File: config.mk
export PLATFORM = sky130hd
export DESIGN_NAME = mem_access_sequencer
export DESIGN_NICKNAME = d
export VERILOG_FILES = /design/src/rtl/lc3b_types_pkg.sv /design/src/rtl/mem_access_sequencer_byte_lane.sv /design/src/rtl/mem_access_sequencer.sv
export SDC_FILE = /design/constraint.sdc
export NUM_CORES = 1
export LEC_CHECK = 0
export CORE_ASPECT_RATIO = 1.75
export CORE_UTILIZATION = 27
export DETAILED_ROUTE_END_ITERATION = 16
export PLACE_DENSITY = 0.93
export SETUP_SLACK_MARGIN = 0.2
export SKIP_LAST_GASP = 1
export SLEW_MARGIN = 30
export SYNTH_ARGS = -nofsm -noshare
export SYNTH_HDL_FRONTEND = slang
export SYNTH_SLANG_ARGS = --single-unit
File: constraint.sdc
create_clock -name vclk -period 2.6
set_input_delay 0.26 -clock vclk [all_inputs]
set_output_delay 0.26 -clock vclk [all_outputs]
set_load 0.1 [all_outputs]
File: src/rtl/lc3b_types_pkg.sv
// Shared LC-3b MEM-stage types: memory opcodes, widths, byte-enable codes and
// the sequencer state encoding.
package lc3b_types;

    localparam int ADDR_W = 16;
    localparam int DATA_W = 16;

    typedef enum logic [2:0] {
        NONE,
        LDW,
        LDB,
        STW,
        STB,
        LDI,
        STI
    } mem_op_t;

    localparam logic [1:0] BE_NONE = 2'b00;
    localparam logic [1:0] BE_WORD = 2'b11;
    localparam logic [1:0] BE_LO   = 2'b01;
    localparam logic [1:0] BE_HI   = 2'b10;

    typedef enum logic {
        PTR,
        DATA
    } seq_state_t;

    function automatic logic [ADDR_W-1:0] word_align(input logic [ADDR_W-1:0] a);
        return {a[ADDR_W-1:1], 1'b0};
    endfunction

endpackage

File: src/rtl/mem_access_sequencer_byte_lane.sv
// Byte-lane steering for D-cache accesses: lane enables, store-byte
// replication and load-byte select with sign extension.
module mem_byte_lane
    import lc3b_types::*;
(
    input  logic              byte_op,
    input  logic              addr_lsb,
    input  logic [DATA_W-1:0] store_data,
    input  logic [DATA_W-1:0] rdata,
    output logic [1:0]        byte_enable,
    output logic [DATA_W-1:0] wdata,
    output logic [DATA_W-1:0] load_word
);

    logic [7:0] sel_byte;

    // A byte store drives the same byte onto both lanes; the enable picks one.
    genvar gi;
    generate
        for (gi = 0; gi < 2; gi++) begin : g_lane
            assign wdata[gi*8 +: 8] = byte_op ? store_data[7:0] : store_data[gi*8 +: 8];
        end
    endgenerate

    assign byte_enable = !byte_op ? BE_WORD : (addr_lsb ? BE_HI : BE_LO);
    assign sel_byte    = addr_lsb ? rdata[15:8] : rdata[7:0];
    assign load_word   = byte_op ? {{(DATA_W-8){sel_byte[7]}}, sel_byte} : rdata;

endmodule

File: src/rtl/mem_access_sequencer.sv
// MEM-stage D-cache access sequencer. Define MEM_SEQ_INDIRECT_EN to enable the
// two-access LDI/STI sequence; otherwise LDI/STI act as LDW/STW.
module mem_access_sequencer
    import lc3b_types::*;
(
    input  logic              clk,
    input  logic              rst_n,
    input  logic              valid_in,
    input  mem_op_t           op,
    input  logic [ADDR_W-1:0] addr_in,
    input  logic [DATA_W-1:0] store_data,
    input  logic [DATA_W-1:0] mem_rdata,
    input  logic              mem_resp,
    output logic [ADDR_W-1:0] mem_address,
    output logic              mem_read,
    output logic              mem_write,
    output logic [DATA_W-1:0] mem_wdata,
    output logic [1:0]        mem_byte_enable,
    output logic [DATA_W-1:0] load_data,
    output logic              sti_ldi_sig
);

    logic              byte_op;
    logic              is_load;
    logic              is_store;
    logic [1:0]        lane_be;
    logic [DATA_W-1:0] lane_wdata;
    logic [DATA_W-1:0] lane_load;

    assign byte_op = (op == LDB) || (op == STB);

`ifdef MEM_SEQ_INDIRECT_EN
    logic              is_ind;
    seq_state_t        state_q, state_d;
    logic [ADDR_W-1:0] ptr_q, ptr_d;

    assign is_load  = (op == LDW) || (op == LDB);
    assign is_store = (op == STW) || (op == STB);
    assign is_ind   = (op == LDI) || (op == STI);

    always_ff @(posedge clk or negedge rst_n) begin
        if (!rst_n) begin
            state_q <= PTR;
            ptr_q   <= '0;
        end else begin
            state_q <= state_d;
            ptr_q   <= ptr_d;
        end
    end
`else
    assign is_load  = (op == LDW) || (op == LDB) || (op == LDI);
    assign is_store = (op == STW) || (op == STB) || (op == STI);
`endif

    mem_byte_lane u_byte_lane (
        .byte_op     (byte_op),
        .addr_lsb    (addr_in[0]),
        .store_data  (store_data),
        .rdata       (mem_rdata),
        .byte_enable (lane_be),
        .wdata       (lane_wdata),
        .load_word   (lane_load)
    );

    always_comb begin
        mem_address     = '0;
        mem_read        = 1'b0;
        mem_write       = 1'b0;
        mem_wdata       = '0;
        mem_byte_enable = BE_NONE;
        load_data       = '0;
        sti_ldi_sig     = 1'b0;
`ifdef MEM_SEQ_INDIRECT_EN
        state_d         = state_q;
        ptr_d           = ptr_q;
`endif
        // Gating on rst_n keeps every output low while reset is held.
        if (rst_n && valid_in) begin
`ifdef MEM_SEQ_INDIRECT_EN
            if (state_q == DATA) begin
                mem_address     = ptr_q;
                mem_byte_enable = BE_WORD;
                if (op == LDI) begin
                    mem_read = 1'b1;
                    if (mem_resp) begin
                        load_data = mem_rdata;
                    end
                end else if (op == STI) begin
                    mem_write = 1'b1;
                    mem_wdata = store_data;
                end
                if (mem_resp || !is_ind) begin
                    state_d = PTR;
                end
            end else if (is_ind) begin
                // Stall request stays up through the pointer resp cycle.
                mem_address     = word_align(addr_in);
                mem_read        = 1'b1;
                mem_byte_enable = BE_WORD;
                sti_ldi_sig     = 1'b1;
                if (mem_resp) begin
                    ptr_d   = word_align(mem_rdata);
                    state_d = DATA;
                end
            end else
`endif
            if (is_load) begin
                mem_address     = byte_op ? addr_in : word_align(addr_in);
                mem_read        = 1'b1;
                mem_byte_enable = lane_be;
                if (mem_resp) begin
                    load_data = lane_load;
                end
            end else if (is_store) begin
                mem_address     = byte_op ? addr_in : word_align(addr_in);
                mem_write       = 1'b1;
                mem_byte_enable = lane_be;
                mem_wdata       = lane_wdata;
            end
        end
`ifdef MEM_SEQ_INDIRECT_EN
        // A flush in DATA abandons the indirect access.
        if (!valid_in && state_q == DATA) begin
            state_d = PTR;
        end
`endif
    end

endmodule

# Word-level counts from Yosys, hierarchy flattened
# Cells that the tools add are included.
# classes
eq_ne	6
n_mux	23
reduce_logical	6
# op_table
op	count
$mux 16	10
$mux 8	2
$mux 2	5
$eq 3x3->1 const B	3
$eq 3x2->1 const B	2
$mux 1	6
$logic_or 1x1->1	5
$eq 3x1->1 const B	1
$logic_and 1x1->1	1
# totals
register_bits	0
inputBits	55
output_inout_bits	53

# Logic depth before layout (Yosys ltp)
# Gate-level depths: netlist of the first run.
# logic_depth
depth_word	6
depth_mapped	6

# Hierarchy
# A second synthesis of the first run with hierarchy kept.
# unflattened
cells_unflattened	183
area_unflattened_um2	1157.4
# modules_own_cells
module	instances	cells_per_inst	area_each_um2
mem_access_sequencer	1	138	778.2
mem_byte_lane	1	45	379.1

# Least setup slack after synthesis of the first run
# OpenSTA, ideal clock, no wires.
# synth_timing
kind	input-to-output
start	input op[2]
end	output mem_byte_enable[1]
t_arrival_ns	3.032
slack_ns	-0.692
path_stages	4
path_cell_list	buf_4 > and3_1 > nor3_4 > a21boi_0
# synth_via
elab_chain_len	6
elab_cells_between_ends	15
cone_classes	eq/ne (6); mux (4); reduce/logical (5)
# synth_rtl
element	line_no	text
from (decl)	mem_access_sequencer.sv:9	input mem_op_t op,
$eq 3x2->1, or another cell as far along	mem_access_sequencer.sv:30, mem_access_sequencer.sv:51	
$logic_or 1x1->1, on equally long branches	mem_access_sequencer.sv:30, mem_access_sequencer.sv:52	
$mux 2 / $logic_or 1x1->1 (equally long branches)	mem_access_sequencer_byte_lane.sv:25, mem_access_sequencer.sv:52	
$mux 2	mem_access_sequencer.sv:114	end else if (is_store) begin
$mux 2 *	mem_access_sequencer.sv:107	if (is_load) begin
$mux 2 *	mem_access_sequencer.sv:78	if (rst_n && valid_in) begin
to (decl)	mem_access_sequencer.sv:18	output logic [1:0] mem_byte_enable,
# Every way passes the cells marked *; elsewhere a longest branch is shown, timed or not.

# Worst setup path in the final report of the first run
# layout_timing
start	input op[0]
end	output load_data[7]
# layout_via
elab_chain_len	6
elab_cells_between_ends	11
cone_classes	eq/ne (4); mux (4); reduce/logical (3)
# layout_rtl
element	line_no	text
$eq 3x2->1 / $eq 3x3->1 (equally long branches)	mem_access_sequencer.sv:30, mem_access_sequencer.sv:51	
$logic_or 1x1->1	mem_access_sequencer.sv:30	assign byte_op = (op == LDB) || (op == STB);
$mux 16	mem_access_sequencer_byte_lane.sv:27	assign load_word = byte_op ? {{(DATA_W-8){sel_byte[7]}}, sel_byte} : rdata;
$mux 16	mem_access_sequencer.sv:111	if (mem_resp) begin
$mux 16 *	mem_access_sequencer.sv:107	
$mux 16 *	mem_access_sequencer.sv:78	
to (decl)	mem_access_sequencer.sv:19	output logic [DATA_W-1:0] load_data,
# Marked as above.

==> flow_summary.ini, run 1 <==
[placement]
port_buffers = 106
dpl_cell_area_um2 = 2380
place_congestion = 0.823
place_ws_ns = -0.0951
dpl.hpwl_mm = 3.54

[worst_hold_path]
hold_path_end = mem_address[6]
hp-start = addr_in[6]
hold_depth = 3
hold_class = input pin to output pin

[power]
p_per_area_nw_per_um2 = 201
ir_worst_vdd_v = 0.000155
p_seq_frac = 0
clkPwrFrac = 0
power_leakage_nw = 0.931
switching_share = 0.599
power_switching_mw = 0.292
internal_power_mw = 0.196
power_mw = 0.488
p_comb_frac = 1.000

[floorplan]
fp.dieH_um = 72.3
core-area_um2 = 2690
num_io_pins = 108
initial_core_util = 0.283
rows = 25
fp.dieArea_um2 = 3050
die_w_um = 42.2

[setup_path]
start_kind = input pin
path_buf_inv = 3
cp-end-kind = output pin
crit_type = input pin to output pin
cp_slowest_stage_delay_ns = 0.45
crit_required_ns = 2.34
crit_slowest_cell = dlygate4sd2_1
path_cells = dlygate4sd2_1 -> buf_4 -> nand2b_1 -> o21ai_0 -> a21oi_1 -> buf_12
arrival_ns = 2.02
cpLargestDelayFamily = buffers and inverters
worstPathMaxFanout = 16

[timing]
relSlewSlack = 0.618
fin_ws_ns = 0.324
layout_min_cycle_time_ns = 2.28
hold_viol_final = 0
tns_ns = 0
period_share = 0.876
fmax_mhz = 439
drv_slew = 0
tightest_slew_ns = 0.570
setup_viol = 0
rsz0062_at_grt = false

[finish]
diodes = 0
seqCellArea_um2 = 0
fill_cells = 102
layout.nets = 283
areaGrowthSynthToFinish_pct = 219
layout-drive-gt1-share = 0.358
design.seq.count = 0
clkbuf_count = 0
fin_area_um2 = 2430

[grt]
gr-max-usage-layer = met2
met2_usage = 0.608
antenna_found_initial = 0
grtUsageMet3 = 0.0821
grt_pass1_vias = 1432
grt_max_degree = 25
track_usage = 0.304
grt_overflow = 0
grtUsageMet1 = 0.264
grt_first_pass_wirelength_mm = 7.22

[synth]
synth_area_um2 = 762
synth_top_area_share = 0.189
synth_area_per_cell_um2 = 6.10
yosysWarnings = 0
synth_cell_types = 29
ys_top_cells_by_area = and2_1 19%, a21oi_1 16%, o21ai_0 15%
synthCells = 125
ys_seq_area_frac = 0
synth_nets = 180
synth_top_cell_by_area = and2_1

[routing]
drtAntennaViolNets = 0
vias = 1476
totalWireLength_mm = 4.86
wl_per_cell_um = 19.2
dr.first_iter.drc_count = 42
drc = 0
vias_per_cell = 5.83
drt_pass1_iterations = 4

[status]
outcome = finished, final reports clean

[flow_run]
max_cap_violations = 0

[clock_network]
holdBufCountCts = 0
-- power by group through the flow --
| stage | combinational (mW) | clock [mW] | sequential, mW |
|---|---|---|---|
| CTS | 0.476 | 0 | 0 |
| global placement | 0.460 | 0 | 0 |
| global route | 0.504 | 0 | 0 |
| finish | 0.488 | 0 | 0 |
| detailed placement | 0.472 | 0 | 0 |
| floorplan | 0.261 | 0 | 0 |
-- what timing repair did --
action                     in CTS  in global routing
cloned                          0                  1
resized for setup               3                  5
pin swaps                       0                  1
setup endpoints to repair      27                 44
setup buffers                   0                  0
-- routing by layer --
| metal | routed length [µm] | share of wire | vias up |
|---|---|---|---|
| li1 | - | - | 649 |
| met1 | 1430 | 0.29 | 675 |
| met2 | 2670 | 0.55 | 130 |
| met3 | 448 | 0.092 | 22 |
| met4 | 308 | 0.063 | 0 |
| met5 | 0 | 0 | - |
-- cell families after synthesis --
logic type | share of synthesized area
multiplexers | 0.0148
AO/OA/AOI/OAI | 0.396
other | 0.00492
buffers and inverters | 0.122
AND/OR/NAND/NOR | 0.430
XOR/XNOR | 0.0328
-- stage by stage --
step	util	hold slack, ns	std cells
after detailed placement	0.884	1.24	252
after CTS	0.888	1.24	252
final	0.902	1.24	253
after floorplan	-	0.875	125
after global placement	0.884	1.23	252
after global routing	0.902	1.24	253
-- cell usage in the layout, fill, tap and decap left out, types with 7 or more instances in the layout --
master           instances
buf_12                  52
a21oi_1                 15
and2_1                  23
o21ai_0                 23
a21oi_2                  9
buf_4                    7
clkdlybuf4s50_1         51
nand3_1                 17
-- cell usage after synthesis (all sizes together) --
cell	number
xor2	1
a21o	1
and3	2
inv	2
o21ai	23
a21boi	2
mux2	1
and2b	1
nor2	1
nor3b	1
a21oi	24
nor3	2
nand2	1
xnor2	1
nand3b	1
conb	1
nand2b	2
nand3	18
o31ai	1
nor2b	1
buf	11
o21ba	1
clkbuf	2
and2	23
o2111ai	1
-- final cells by class --
class / count / area (µm²) / area share
tap: 27 / 33.8 / 0.0139
inverter: 2 / 7.51 / 0.00309
multi-input combinational: 111 / 748 / 0.308
timing repair buffer: 113 / 1640 / 0.675
-- how the worst max path moves through the flow --
stage	start	to	slack, ns	cells past startpoint
finish	op[0]	load_data[7]	0.32	6
CTS	op[2]	load_data[9]	0.12	6
global route	op[0]	load_data[7]	0.25	6
detailed placement	op[1]	mem_wdata[13]	-0.1	5
global placement	op[1]	mem_wdata[15]	0.08	5
floorplan	op[2]	load_data[10]	-0.11	5
(Power assumes the default switching activity.)
==> inputs of run 2 (changes only) <==
--- a/config.mk
+++ b/config.mk
@@ -10,7 +10,6 @@
 export DETAILED_ROUTE_END_ITERATION = 16
 export PLACE_DENSITY = 0.93
 export SETUP_SLACK_MARGIN = 0.2
-export SKIP_LAST_GASP = 1
 export SLEW_MARGIN = 30
 export SYNTH_ARGS = -nofsm -noshare
 export SYNTH_HDL_FRONTEND = slang
==> results of run 2 <==
No change in the layout: final DEF, timing and power equal those of run 1.
